**config.mk**
```make
export PLATFORM = sky130hd
export DESIGN_NAME = hmac_drbg_seed_ctrl
export DESIGN_NICKNAME = d
export VERILOG_FILES = /design/src/rtl/hmac_drbg_pkg.sv /design/src/rtl/hmac_drbg_seed_ctrl.sv
export SDC_FILE = /design/constraint.sdc
export NUM_CORES = 2
export LEC_CHECK = 0
export ABC_AREA = 1
export BUFFER_PORTS_ARGS = -buffer_cell sky130_fd_sc_hd__clkbuf_2
export CORE_AREA = 4 4 460 462
export CTS_CLUSTER_DIAMETER = 30
export DETAILED_ROUTE_END_ITERATION = 16
export DIE_AREA = 0 0 464 466
export PLACE_DENSITY = 0.36
export SLEW_MARGIN = 40
export SYNTH_ARGS = -nofsm -noshare
export SYNTH_HDL_FRONTEND = slang
export SYNTH_SLANG_ARGS = --single-unit
```
**constraint.sdc**
```tcl
create_clock -name clk -period 4.6 [get_ports clk]
set_clock_uncertainty 0.05 [all_clocks]
set_input_delay 0.23 -clock clk [delete_from_list [all_inputs] [get_ports clk]]
set_output_delay 0.23 -clock clk [all_outputs]
set_load 0.02 [all_outputs]
```
**src/rtl/hmac_drbg_pkg.sv**
```systemverilog
// Shared definitions for the hmac_drbg seed/nonce sequencer: default sizes,
// sequencer state encoding and DRBG mode encodings.
package hmac_drbg_pkg;

   localparam int unsigned SEED_SIZE_DEF       = 32'd384;
   localparam int unsigned REG_SIZE_DEF        = 32'd384;
   localparam int unsigned WORD_W_DEF          = 32'd32;
   localparam int unsigned RESEED_INTERVAL_DEF = 32'd16;

   // Number of entropy words that make up one seed at the default sizes.
   localparam int unsigned SEED_WORDS = SEED_SIZE_DEF / WORD_W_DEF;

   // DRBG request modes.
   localparam logic MODE_RAND = 1'b0;
   localparam logic MODE_DET  = 1'b1;

   // Sequencer states.
   typedef enum logic [2:0] {
      ST_IDLE      = 3'd0,
      ST_COLLECT   = 3'd1,
      ST_ISSUE     = 3'd2,
      ST_WAIT_BUSY = 3'd3,
      ST_WAIT_DONE = 3'd4,
      ST_HOLD      = 3'd5
   } seed_ctrl_state_e;

   // Bits needed for a counter that must hold values 0..max_val (at least 1 bit).
   function automatic int unsigned cnt_width(input int unsigned max_val);
      int unsigned w;
      if (max_val < 32'd2) begin
         w = 32'd1;
      end else begin
         w = $clog2(max_val + 32'd1);
      end
      return w;
   endfunction

endpackage

```
**src/rtl/hmac_drbg_seed_ctrl.sv**
```systemverilog
// Seed/nonce sequencer sitting directly upstream of hmac_drbg. Gathers entropy
// into the seed register, pulses the DRBG init/next controls, keeps seed and
// mode stable while the DRBG runs, and hands the resulting nonce to the consumer.
// Random-mode requests are forced to reseed after RESEED_INTERVAL nexts.
module hmac_drbg_seed_ctrl
   import hmac_drbg_pkg::*;
#(
   parameter int unsigned SEED_SIZE       = SEED_SIZE_DEF,
   parameter int unsigned REG_SIZE        = REG_SIZE_DEF,
   parameter int unsigned WORD_W          = WORD_W_DEF,
   parameter int unsigned RESEED_INTERVAL = RESEED_INTERVAL_DEF
) (
   input  logic                 clk,
   input  logic                 reset,
   input  logic                 zeroize,
   input  logic                 req_i,
   input  logic                 req_mode_i,
   output logic                 req_ready_o,
   input  logic                 ent_valid_i,
   input  logic [WORD_W-1:0]    ent_data_i,
   output logic                 ent_ready_o,
   output logic                 drbg_mode_o,
   output logic                 drbg_init_o,
   output logic                 drbg_next_o,
   output logic [SEED_SIZE-1:0] drbg_seed_o,
   input  logic                 drbg_ready_i,
   input  logic                 drbg_valid_i,
   input  logic [REG_SIZE-1:0]  drbg_nonce_i,
   output logic                 nonce_valid_o,
   output logic [REG_SIZE-1:0]  nonce_o,
   input  logic                 nonce_ready_i
);

   localparam int unsigned N_WORDS = SEED_SIZE / WORD_W;
   localparam int unsigned WC_W    = cnt_width(N_WORDS - 32'd1);
   localparam int unsigned GEN_W   = cnt_width(RESEED_INTERVAL);

   localparam logic [WC_W-1:0]  WC_LAST = WC_W'(N_WORDS - 32'd1);
   localparam logic [GEN_W-1:0] GEN_MAX = GEN_W'(RESEED_INTERVAL);

   seed_ctrl_state_e     state_q, state_d;
   logic                 mode_q, mode_d;
   logic                 issue_init_q, issue_init_d;
   logic                 seeded_q, seeded_d;
   logic [WC_W-1:0]      word_cnt_q, word_cnt_d;
   logic [GEN_W-1:0]     gen_cnt_q, gen_cnt_d;
   logic [SEED_SIZE-1:0] seed_q, seed_d;
   logic [REG_SIZE-1:0]  nonce_q, nonce_d;
   logic                 clear_s;

   // Reset and zeroize share one clear path; it overrides every handshake.
   assign clear_s = reset | zeroize;

   // Seed and mode go straight from their registers so they stay put for the DRBG run.
   assign drbg_mode_o = mode_q;
   assign drbg_seed_o = seed_q;

   // Next-state, datapath updates and handshake/pulse outputs.
   always_comb begin
      state_d       = state_q;
      mode_d        = mode_q;
      issue_init_d  = issue_init_q;
      seeded_d      = seeded_q;
      word_cnt_d    = word_cnt_q;
      gen_cnt_d     = gen_cnt_q;
      seed_d        = seed_q;
      nonce_d       = nonce_q;
      req_ready_o   = 1'b0;
      ent_ready_o   = 1'b0;
      drbg_init_o   = 1'b0;
      drbg_next_o   = 1'b0;
      nonce_valid_o = 1'b0;
      nonce_o       = '0;

      if (clear_s) begin
         state_d      = ST_IDLE;
         mode_d       = MODE_RAND;
         issue_init_d = 1'b0;
         seeded_d     = 1'b0;
         word_cnt_d   = '0;
         gen_cnt_d    = '0;
         seed_d       = '0;
         nonce_d      = '0;
      end else begin
         case (state_q)
            ST_IDLE: begin
               req_ready_o = 1'b1;
               if (req_i) begin
                  mode_d = req_mode_i;
                  if (req_mode_i == MODE_DET) begin
                     issue_init_d = 1'b1;
                     state_d      = ST_ISSUE;
                  end else if (!seeded_q || (gen_cnt_q == GEN_MAX)) begin
                     word_cnt_d = '0;
                     state_d    = ST_COLLECT;
                  end else begin
                     issue_init_d = 1'b0;
                     state_d      = ST_ISSUE;
                  end
               end else begin
                  state_d = ST_IDLE;
               end
            end

            ST_COLLECT: begin
               ent_ready_o = 1'b1;
               if (ent_valid_i) begin
                  // Shift left so the first word ends up in the top slot.
                  seed_d = {seed_q[SEED_SIZE-WORD_W-1:0], ent_data_i};
                  if (word_cnt_q == WC_LAST) begin
                     word_cnt_d   = '0;
                     seeded_d     = 1'b1;
                     gen_cnt_d    = '0;
                     issue_init_d = 1'b1;
                     state_d      = ST_ISSUE;
                  end else begin
                     word_cnt_d = word_cnt_q + {{(WC_W-1){1'b0}}, 1'b1};
                  end
               end else begin
                  state_d = ST_COLLECT;
               end
            end

            ST_ISSUE: begin
               if (drbg_ready_i) begin
                  if (issue_init_q) begin
                     drbg_init_o = 1'b1;
                  end else begin
                     drbg_next_o = 1'b1;
                     if ((mode_q == MODE_RAND) && (gen_cnt_q < GEN_MAX)) begin
                        gen_cnt_d = gen_cnt_q + {{(GEN_W-1){1'b0}}, 1'b1};
                     end else begin
                        gen_cnt_d = gen_cnt_q;
                     end
                  end
                  state_d = ST_WAIT_BUSY;
               end else begin
                  state_d = ST_ISSUE;
               end
            end

            ST_WAIT_BUSY: begin
               // A valid still high from the previous run must not be taken as ours.
               if (!drbg_ready_i) begin
                  state_d = ST_WAIT_DONE;
               end else begin
                  state_d = ST_WAIT_BUSY;
               end
            end

            ST_WAIT_DONE: begin
               if (drbg_ready_i && drbg_valid_i) begin
                  nonce_d = drbg_nonce_i;
                  state_d = ST_HOLD;
               end else begin
                  state_d = ST_WAIT_DONE;
               end
            end

            ST_HOLD: begin
               nonce_valid_o = 1'b1;
               nonce_o       = nonce_q;
               if (nonce_ready_i) begin
                  nonce_d = '0;
                  state_d = ST_IDLE;
               end else begin
                  state_d = ST_HOLD;
               end
            end

            default: begin
               state_d = ST_IDLE;
            end
         endcase
      end
   end

   // State and datapath registers with synchronous reset.
   always_ff @(posedge clk) begin
      if (reset) begin
         state_q      <= ST_IDLE;
         mode_q       <= MODE_RAND;
         issue_init_q <= 1'b0;
         seeded_q     <= 1'b0;
         word_cnt_q   <= '0;
         gen_cnt_q    <= '0;
         seed_q       <= '0;
         nonce_q      <= '0;
      end else begin
         state_q      <= state_d;
         mode_q       <= mode_d;
         issue_init_q <= issue_init_d;
         seeded_q     <= seeded_d;
         word_cnt_q   <= word_cnt_d;
         gen_cnt_q    <= gen_cnt_d;
         seed_q       <= seed_d;
         nonce_q      <= nonce_d;
      end
   end

endmodule

```
==> impl_metrics.py <==
metrics = {
    "clock_network": {
        "clkSinkCount": 783,
        "cts_buffers": 277,
        "cts.htree.levels": 5,
        "cts_tree": "done",
        "ctsRootBufferMaster": "clkbuf_16",
        "cts_setup_buffers": 0,
        "clk_latency_ns": 0.88,
        "clock_path_buffers": 4,
        "clk_pin_slew_worst_paths_ns": 0.04,
    },
    "final_layout": {
        "layout_commonest_cell": "clkbuf_2",
        "fin_nets": 6438,
        "syn_to_final_growth_pct": 65.1,
        "layout_common_cells": "1198 x clkbuf_2, 1182 x nor2_1, 783 x dfxtp_1",
        "layout-drive-gt1-share": 0.356,
        "final_util": 0.272,
    },
    "global_routing": {
        "grt_pass1_wl_mm": 265,
        "antenna_found_initial": 10,
        "grt_remaining_overflow": 0,
        "grt_pass1_vias": 37600,
        "grt_max_degree": 157,
        "grt_usage": 0.164,
    },
    "timing": {
        "fin_ws_ns": 0.387,
        "finalSetupTns_ns": 0,
        "max_slew_margin": 0.484,
        "finalSetupViolCount": 0,
        "hold_slack_ns": 0.111,
        "hold_viol": 0,
        "slew_violations": 0,
        "period_needed_ns": 4.21,
        "rsz0062_at_grt": "no",
        "worst_slew_pin_slew_ns": 0.774,
        "finalCritPeriodShare": 0.916,
        "fmax_ghz": 0.237,
    },
    "setup_path": {
        "reg2reg_from": "state_q[1]",
        "setup.worst_path.start_class": "input port",
        "r2r-end": "nonce_q[90]",
        "arrival_ns": 3.93,
        "cp-end-kind": "primary output",
        "reg2reg_slack_ns": 1.18,
        "path_max_fanout": 108,
        "reg2regPathDepth": 10,
        "cp_data_required_time_ns": 4.32,
        "crit_type": "in -> out",
    },
    "floorplanning": {
        "start_util": 0.165,
        "rows": 167,
        "core_um2": 207000,
        "die_x_um": 464,
        "die_y_um": 466,
        "io_pins": 1199,
        "die_area_um2": 216000,
    },
    "yosys": {
        "syn-num-nets": 4818,
        "ys_ff_latch": 783,
        "ys_types": 31,
        "netlist_area_um2": 34100,
        "ys_warn_count": 0,
        "avgSynthCellArea_um2": 7.76,
        "syn-instance-count": 4390,
        "synth_seq_area_share": 0.460,
    },
    "placement": {
        "io_buffers": 1198,
        "dp_hpwl_mm": 133,
        "preCtsSetupSlack_ns": 1.58,
        "gp_congestion": 0.854,
    },
    "detailed_routing": {
        "topRoutingLayerUsed": "met5",
        "vias": 36500,
        "wl_mm": 186,
        "drcViolationCount": 0,
        "wl_met1_mm": 75.7,
        "dr_wl_met2_mm": 88.0,
        "drt_iter0_markers": 2518,
        "wl_met3_mm": 15.2,
        "drt_pre_antenna_iters": 5,
        "routedWlPerCell_um": 20.7,
        "antenna_left": 0,
        "vias_per_cell": 4.06,
    },
    "hold_path": {
        "hold_class": "in -> reg",
        "min_to": "drbg_seed_o[19]",
        "hold_depth": 4,
        "hold_path.startpoint": "ent_data_i[19]",
    },
    "pwr": {
        "vdd_ir_drop_max_uv": 366,
        "leakagePower_nw": 23.3,
        "total_power_mw": 25.9,
        "p_per_area_nw_per_um2": 460,
    },
    "job": {
        "drv_cap": 0,
    },
    "outcome": {
        "status": "completed",
    },
}
## cells by family (layout without fill, tap and decap cells)
kind of cell    count (synthesis)  after routing  share of synthesized area
buf+inv                       798           2613                     0.0988
simple gates                 1634           1634                      0.250
other cells                     0              9                          0
fa+ha+maj                       3              3                    0.00110
flops                         783            783                      0.460
compound gates               1169           1169                      0.190
xor+xnor                        3              3                   0.000771
## cell type report
cell class | count | area, um^2
clock inverter | 69 | 835
inverter | 417 | 1600
antenna | 9 | 22.5
multi-input combinational | 2809 | 15100
clock buffer | 405 | 8190
timing repair buffer | 1722 | 11400
tap | 2788 | 3490
fill | 22700 | 151000
sequential | 783 | 15700
## registers in the layout, indices dropped and copies added, names as in the netlist
signal,cells
drbg_mode_o,1
seeded_q,1
issue_init_q,1
gen_cnt_q,5
drbg_seed_o,384
state_q,3
nonce_q,384
word_cnt_q,4
## per-stage QoR
step / cell area [um^2] / std cells
6_report: 56200 / 9002
5_1_grt: 56200 / 8996
4_1_cts: 56100 / 8990
3_5_place_dp: 42500 / 8051
3_3_place_gp: 42400 / 8048
2_1_floorplan: 34100 / 4390
## where the power goes
group          internal, mW  switching [mW]  total (mW)
combinational         0.469           0.546        1.01
clock                  13.0            5.02        18.0
sequential             6.86          0.0414        6.90
## worst max-delay path, cell delays in order
cell           delay (ns)
dlygate4sd3_1        0.52
clkbuf_2             0.12
nor2_4               0.03
dlygate4sd3_1        0.64
inv_8                0.41
nor2_1               0.14
buf_4                0.19
inv_8                0.35
buf_12               0.45
nor2_1               0.21
clkbuf_2             0.21
## what timing repair did
item	in CTS	in global routing
hold endpoints to repair	478	0
hold buffers	465	0
gates resized for setup	0	0
## how the worst max path moves through the flow
stage	startpoint	endpoint	depth (start not counted)	slack, ns
after global placement	zeroize	nonce_o[169]	9	1.61
after global routing	reset	nonce_o[169]	11	0.23
after CTS	reset	nonce_o[169]	11	0.40
after floorplan	state_q[1]	nonce_o[287]	8	2.52
final	reset	nonce_o[169]	11	0.39
after detailed placement	state_q[1]	nonce_q[243]	9	1.58
## cells in the mapped netlist
cell      number  share of area
o21ai_1        4        0.00059
inv_1        411          0.045
a21oi_2      160          0.041
inv_2          5        0.00055
a31oi_1        1        0.00018
xor2_1         2        0.00051
nor2_2         2        0.00037
o21ai_0      382          0.056
buf_1          7        0.00077
nor2_1      1183           0.13
clkbuf_1     194          0.021
buf_6         12         0.0040
nand2_1       36         0.0040
nor3_1        25         0.0037
xnor2_1        1        0.00026
dfxtp_1      783           0.46
a21boi_0       1        0.00022
nand3_1       14         0.0021
inv_4          1        0.00018
a21oi_1      620          0.091
nor2_8         1        0.00059
nand2_2        2        0.00037
nand2_4        1        0.00033
nor4_1         2        0.00037
nand3_4        1        0.00051
buf_2        141          0.021
buf_4         27         0.0059
nor3_2       360           0.11
a211oi_1       1        0.00022
nand4_1        7         0.0013
ha_1           3         0.0011
## per-layer routing
layer / global-route usage / vias up
met2: 0.270 / 1296
met5: 0 / -
met1: 0.192 / 17300
met3: 0.0603 / 327
li1: - / 17500
met4: 0.0665 / 4
(Power assumes the default switching activity.)
